<file path="src/rtl/adc_cal_pkg.sv">
// Shared definitions for the ADC offset calibration controller: FSM encoding,
// offset word width and default parameter values.
package adc_cal_pkg;

  // Width of the raw ADC code and of the two's-complement offset word
  localparam int unsigned OffsetW = 10;

  // Default parameter values for offset_cal_ctrl
  localparam int unsigned         DefNLog2     = 4;
  localparam int unsigned         DefSettleCyc = 8;
  localparam logic [OffsetW-1:0]  DefTarget    = 10'd512;

  // Settle counter width covers SETTLE_CYC up to 255
  localparam int unsigned SettleCntW = 8;

  // Calibration sequencer states
  typedef enum logic [2:0] {
    StIdle,
    StSettle,
    StAccum,
    StCompute,
    StDone
  } cal_state_e;

endpackage

</file>
<file path="src/rtl/cal_accum.sv">
// Sample accumulator for offset calibration. Counts accepted samples, sums
// them, and flags the sample that completes the 2^N_LOG2 batch.
module cal_accum
  import adc_cal_pkg::*;
#(
  parameter int unsigned N_LOG2 = DefNLog2
) (
  input  logic                      clk_i,
  input  logic                      rst_ni,
  input  logic                      clr_i,
  input  logic                      en_i,
  input  logic [OffsetW-1:0]        sample_i,
  output logic [OffsetW+N_LOG2:0]   acc_o,
  output logic                      last_o
);

  // One spare bit above the worst-case sum so the adder can never wrap
  localparam int unsigned AccW = OffsetW + N_LOG2 + 1;
  localparam int unsigned CntW = N_LOG2 + 1;
  localparam logic [CntW-1:0] LastIdx = CntW'((1 << N_LOG2) - 1);

  logic [CntW-1:0] count_d, count_q;
  logic [AccW-1:0] acc_d, acc_q;

  // Clear wins over enable; otherwise accept one sample per enabled cycle
  always_comb begin
    count_d = count_q;
    acc_d   = acc_q;
    if (clr_i) begin
      count_d = '0;
      acc_d   = '0;
    end else if (en_i) begin
      count_d = count_q + CntW'(1);
      acc_d   = acc_q + AccW'(sample_i);
    end
  end

  // Counter and accumulator state
  always_ff @(posedge clk_i or negedge rst_ni) begin
    if (!rst_ni) begin
      count_q <= '0;
      acc_q   <= '0;
    end else begin
      count_q <= count_d;
      acc_q   <= acc_d;
    end
  end

  // Combinational so the sequencer can leave ACCUM on the final sample's edge
  assign last_o = en_i && (count_q == LastIdx);
  assign acc_o  = acc_q;

endmodule

</file>
<file path="src/rtl/offset_cal_ctrl.sv">
// ADC offset calibration controller. Shorts the ADC input, waits for the
// front end to settle, averages 2^N_LOG2 samples and loads the saturated
// difference TARGET - mean as a two's-complement offset.
// Build option: define OFFSET_CAL_ROUND_EN to round the mean half-up instead
// of truncating it.
module offset_cal_ctrl
  import adc_cal_pkg::*;
#(
  parameter int unsigned         N_LOG2     = DefNLog2,
  parameter int unsigned         SETTLE_CYC = DefSettleCyc,
  parameter logic [OffsetW-1:0]  TARGET     = DefTarget
) (
  input  logic               clk,
  input  logic               rst_n,
  input  logic               cal_start,
  input  logic               cal_abort,
  input  logic               sample_valid,
  input  logic [OffsetW-1:0] sample_data,
  output logic               mux_cal_en,
  output logic               cal_busy,
  output logic               cal_done,
  output logic [OffsetW-1:0] offset_out,
  output logic               offset_valid
);

  localparam int unsigned AccW  = OffsetW + N_LOG2 + 1;
  localparam int unsigned DiffW = AccW + 1;
  localparam logic [SettleCntW-1:0] SettleLast = SettleCntW'(SETTLE_CYC - 1);
  localparam logic signed [DiffW-1:0] SatMax = DiffW'(511);
  localparam logic signed [DiffW-1:0] SatMin = DiffW'(-512);

  cal_state_e               state_d, state_q;
  logic [SettleCntW-1:0]    settle_d, settle_q;
  logic [OffsetW-1:0]       offset_d, offset_q;
  logic                     offset_valid_d, offset_valid_q;
  logic                     cal_done_d, cal_done_q;
  logic                     cal_busy_d, cal_busy_q;
  logic                     mux_cal_en_d, mux_cal_en_q;

  logic                     acc_clr, acc_en, acc_last;
  logic [AccW-1:0]          acc, acc_rnd, mean_full;
  logic signed [DiffW-1:0]  diff;
  logic [OffsetW-1:0]       offset_sat;

  // Abort in IDLE suppresses a simultaneous start
  assign acc_clr = (state_q == StIdle) && cal_start && !cal_abort;
  assign acc_en  = (state_q == StAccum) && sample_valid && !cal_abort;

  cal_accum #(
    .N_LOG2   (N_LOG2)
  ) u_cal_accum (
    .clk_i    (clk),
    .rst_ni   (rst_n),
    .clr_i    (acc_clr),
    .en_i     (acc_en),
    .sample_i (sample_data),
    .acc_o    (acc),
    .last_o   (acc_last)
  );

`ifdef OFFSET_CAL_ROUND_EN
  localparam logic [AccW-1:0] RoundAdd = AccW'(1) << (N_LOG2 - 1);
  assign acc_rnd = acc + RoundAdd;
`else
  assign acc_rnd = acc;
`endif

  assign mean_full = acc_rnd >> N_LOG2;
  // Both operands zero-extended so the subtraction is exact in signed form
  assign diff = $signed({1'b0, AccW'(TARGET)}) - $signed({1'b0, mean_full});

  // Clamp the correction to the range the offset stage can represent
  always_comb begin
    offset_sat = diff[OffsetW-1:0];
    if (diff > SatMax) begin
      offset_sat = 10'h1FF;
    end else if (diff < SatMin) begin
      offset_sat = 10'h200;
    end
  end

  // Sequencer next state and settle counter
  always_comb begin
    state_d  = state_q;
    settle_d = settle_q;
    unique case (state_q)
      StIdle: begin
        if (cal_start && !cal_abort) begin
          state_d  = StSettle;
          settle_d = '0;
        end
      end
      StSettle: begin
        if (cal_abort) begin
          state_d = StIdle;
        end else if (settle_q == SettleLast) begin
          state_d = StAccum;
        end else begin
          settle_d = settle_q + SettleCntW'(1);
        end
      end
      StAccum: begin
        if (cal_abort) begin
          state_d = StIdle;
        end else if (acc_last) begin
          state_d = StCompute;
        end
      end
      StCompute: state_d = StDone;
      StDone:    state_d = StIdle;
      default:   state_d = StIdle;
    endcase
  end

  // Outputs are decoded from the next state so they register alongside it
  always_comb begin
    mux_cal_en_d   = (state_d == StSettle) || (state_d == StAccum);
    cal_busy_d     = (state_d != StIdle);
    cal_done_d     = (state_d == StDone);
    offset_d       = offset_q;
    offset_valid_d = offset_valid_q;
    if (state_q == StCompute) begin
      offset_d       = offset_sat;
      offset_valid_d = 1'b1;
    end
  end

  // Sequencer state and registered outputs
  always_ff @(posedge clk or negedge rst_n) begin
    if (!rst_n) begin
      state_q        <= StIdle;
      settle_q       <= '0;
      offset_q       <= '0;
      offset_valid_q <= 1'b0;
      cal_done_q     <= 1'b0;
      cal_busy_q     <= 1'b0;
      mux_cal_en_q   <= 1'b0;
    end else begin
      state_q        <= state_d;
      settle_q       <= settle_d;
      offset_q       <= offset_d;
      offset_valid_q <= offset_valid_d;
      cal_done_q     <= cal_done_d;
      cal_busy_q     <= cal_busy_d;
      mux_cal_en_q   <= mux_cal_en_d;
    end
  end

  assign mux_cal_en   = mux_cal_en_q;
  assign cal_busy     = cal_busy_q;
  assign cal_done     = cal_done_q;
  assign offset_out   = offset_q;
  assign offset_valid = offset_valid_q;

endmodule
</file>
<file path="config.mk">
export PLATFORM = sky130hd
export DESIGN_NAME = offset_cal_ctrl
export DESIGN_NICKNAME = d
export VERILOG_FILES = /design/src/rtl/adc_cal_pkg.sv /design/src/rtl/cal_accum.sv /design/src/rtl/offset_cal_ctrl.sv
export SDC_FILE = /design/constraint.sdc
export NUM_CORES = 1
export LEC_CHECK = 0
export ABC_AREA = 1
export ABC_CLOCK_PERIOD_IN_PS = 1900
export CORE_MARGIN = 2
export CORE_UTILIZATION = 40
export CTS_CLUSTER_DIAMETER = 100
export DETAILED_ROUTE_END_ITERATION = 7
export MAX_ROUTING_LAYER = met4
export PLACE_DENSITY = 0.68
export SYNTH_ARGS = -nofsm -noshare
export SYNTH_HDL_FRONTEND = slang
export SYNTH_HIERARCHICAL = 1
export SYNTH_SLANG_ARGS = --single-unit
</file>
<file path="constraint.sdc">
create_clock -name clk -period 1.9 [get_ports clk]
set_input_delay 0.19 -clock clk [delete_from_list [all_inputs] [get_ports clk]]
set_output_delay 0.19 -clock clk [all_outputs]
set_load 0.02 [all_outputs]
</file>
==> metrics.md <==
| Metric | Value |
|---|---|
| Status | `complete, no violations` |
| Critical path startpoint category | `flip-flop` |
| Worst hold path class | `flip-flop to flip-flop` |
| Peak per-stage delay on the critical path | `0.40 ns` |
| Core area | `7250 um^2` |
| Logic pwr share | `46.5%` |
| CTS tree | `done` |
| Number of flops mapped to enable cells by yosys | `0` |
| Final setup violation count | `0` |
| CP Capture Type | `flip-flop` |
| Final design utilization | `49.3%` |
| Clock sinks | `45` |
| Fin area | `3570 um^2` |
| Fin. Hold Viols | `0` |
| Combined area of all synthesized cells | `3000 um^2` |
| Post-synth net total | `422` |
| Fin. max-slew vios | `0` |
| Final Wtd Congestion | `0.862` |
| DR WL/cell | `11.7 um` |
| Sequential power share | `34.0%` |
| Critical Path AT | `1.96 ns` |
| Grt met2 use | `26.2%` |
| Synth Instances | `392` |
| DRT Wirelength | `6220 um` |
| Cts bufs inserted | `5` |
| GRT Total Usage | `16.0%` |
| Largest net degree at the start of global routing | `34` |
| Fill cell total of the finished layout | `724` |
| Global route overflow | `0` |
| Slew @ Worst Pin | `0.772 ns` |
| I/O Pins | `29` |
| Fmax | `567 MHz` |
| Vias in the first global route | `2433` |
| Synth cell types | `40` |
| Clock root buffer | `clkbuf_8` |
| MaxCap Viol Count | `0` |
| Post-synth ARST share | `100%` |
| Initial Util | `41.3%` |
| Most common cell after layout, fill and taps aside | `nand2_1` |
| Clk pwr share | `19.5%` |
| Maximum vdd drop | `524 uV` |
| RSZ-0062 raised after global routing | `yes` |
| Number of I/O port buffers | `28` |
| Warnings from Yosys | `6` |
| CP max FO | `10` |
| Dpl hpwl | `4610 um` |
| Int Pwr | `2.24 mW` |
| Clock transition at path regs | `0.09 ns` |
| Antenna viol nets, final | `0` |
| Initial antenna violation count | `0` |
| CP required | `2.10 ns` |
| Clk_lat worst skew | `0.30 ns` |
| Drt pass-1 iters | `4` |
| Nets@finish | `463` |
| Met3 Use GR | `3.09%` |
| Sw Share | `42.2%` |
| Top_reg_cell synth | `dfrtp_1` |
| Share of layout cells above drive strength 1 | `14.1%` |
| # DRC | `0` |
| H-Tree Depth | `2` |
| P&R area growth vs syn | `19.3%` |
| Register area | `1130 um^2` |
| Die X | `90.5 um` |
| N_diodes | `0` |
| Most frequent cells in the layout | `nand2_1, inv_1, dfrtp_1` |
| Top Usage Layer GRT | `met2` |
| Vias/cell | `4.70` |
| First-pass GRT wire length | `10600 um` |
| Count of state elements after synthesis | `45` |
| CP Class | `flip-flop to flip-flop` |
| Min Tclk post-route | `1.76 ns` |
| Switch Pwr | `1.63 mW` |
| CTS Buffer Depth | `2` |
| Placed Area | `3440 um^2` |
| Leakage | `1.76 nW` |
| Power density cells | `1080 nW/um^2` |
| Iter 0 DRT Violations | `68` |
| Clock skew | `0.00752 ns` |
| Filler-free cell count of the finished design | `533` |
| Critical-path cell list | `nand2_1, inv_1, nand2_1, nor3b_2, buf_4, nor2_4, inv_1, a21oi_1, nor2_1` |
| Post-layout total power | `3.87 mW` |
| Row count | `31` |
| Syn avg cell area | `7.64 um^2` |
| Worst slew margin | `48.6%` |
| Die Area | `8200 um^2` |
| Slowest CP cell | `dfrtp_1` |
| Hold WS | `0.477 ns` |
| Placed Cells incl. Taps | `524` |
| Met1 Track Usage GR | `20.2%` |
| Die H | `90.5 um` |
| Final worst-path cycle share | `92.7%` |
| Via count | `2504` |
| Area occupied by multi-input gates | `1630 um^2` |
| Post-synthesis sequential area ratio | `37.6%` |
==> logic make-up after synthesis <==
| kind of cell | after synthesis | synth area share, % |
|---|---|---|
| flip-flops | 45 | 37.6 |
| XOR/XNOR | 12 | 3.51 |
| AO/OA/AOI/OAI | 44 | 8.40 |
| AND/OR/NAND/NOR | 212 | 35.5 |
| buffers and inverters | 64 | 8.44 |
| adder cells (fa/ha/maj) | 15 | 6.52 |
==> power groups by stage <==
| stage | Clock [mW] | Combinational, mW | Sequential (mW) |
|---|---|---|---|
| floorplan | 0 | 1.37 | 1.31 |
| finish | 0.755 | 1.80 | 1.32 |
| global placement | 0 | 1.73 | 1.33 |
| CTS | 0.774 | 1.79 | 1.32 |
| global route | 0.814 | 2.05 | 1.34 |
| detailed placement | 0 | 1.77 | 1.33 |
==> synthesized netlist by cell type (7+ instances only) <==
cell type	count	area share, %
a21oi_1	16	2.7
nand3_1	20	3.3
dfrtp_1	45	38
nor2_1	28	3.5
nand4_1	14	2.9
o21ai_1	7	1.2
nand2_2	8	1.7
nand2_1	107	13
inv_1	54	6.8
ha_1	14	5.8
xnor2_1	8	2.3
nor2_2	8	1.7
o21ai_0	11	1.8
==> area by class of cell <==
type	count	share of cell area [%]
inverters	60	6.34
clock buffers	5	1.93
clock inverters	3	1.30
flip-flops and latches	45	31.5
repair buffers	38	9.87
multi-input cells	283	45.6
well taps	99	3.47
==> state kept, by name, summed over array words and instances (netlist names) <==
name and cells:
mux_cal_en 1, cal_busy 1, offset_out 10, offset_valid 1
u_cal_accum/count_q 5, settle_q 8, u_cal_accum/acc_o 15, state_q 3
cal_done 1
==> per-layer routing <==
| layer | share of wire [%] | vias to the layer above |
|---|---|---|
| met2 | 45 | 32 |
| met3 | 3.2 | 8 |
| met5 | 0 | - |
| met1 | 50 | 1124 |
| met4 | 1.0 | 0 |
| li1 | - | 1340 |
==> critical path: cells and delay by family, from the launching register on <==
kind	cells	cell delay [ns]
simple gates	5	0.63
buf+inv	3	0.44
flops	1	0.40
compound gates	1	0.18
==> worst paths after layout <==
path,from,cells after the start,end,slack (ns)
setup / recovery,state_q[1]$_DFF_PN0_,9,u_cal_accum/acc_o[11]$_DFFE_PN0P_,0.14
hold / removal,offset_valid$_DFFE_PN0P_,1,offset_valid$_DFFE_PN0P_,0.48
setup reg to reg,state_q[1]$_DFF_PN0_,9,u_cal_accum/acc_o[11]$_DFFE_PN0P_,0.14
hold reg to reg,offset_valid$_DFFE_PN0P_,1,offset_valid$_DFFE_PN0P_,0.48
max in group asynchronous,rst_n,3,offset_out[2]$_DFFE_PN0P_,0.79
min in group asynchronous,rst_n,2,u_cal_accum/acc_o[3]$_DFFE_PN0P_,0.49
==> what timing repair did <==
| action | CTS | global route |
|---|---|---|
| hold buffers | 1 | 0 |
| hold endpoints to repair | 31 | 0 |
| resized for setup | 0 | 4 |
| buffers inserted | 0 | 0 |
| endpoints found under the setup margin | 0 | 2 |
==> stage by stage <==
step | TNS [ns] | setup WS [ns]
2_1_floorplan | 0 | 0.161
3_3_place_gp | -0.107 | -0.0362
3_5_place_dp | -0.184 | -0.0801
4_1_cts | 0 | 0.0610
5_1_grt | -0.0176 | -0.0176
6_report | 0 | 0.138
Note: power is estimated with default switching activity, not from simulation.
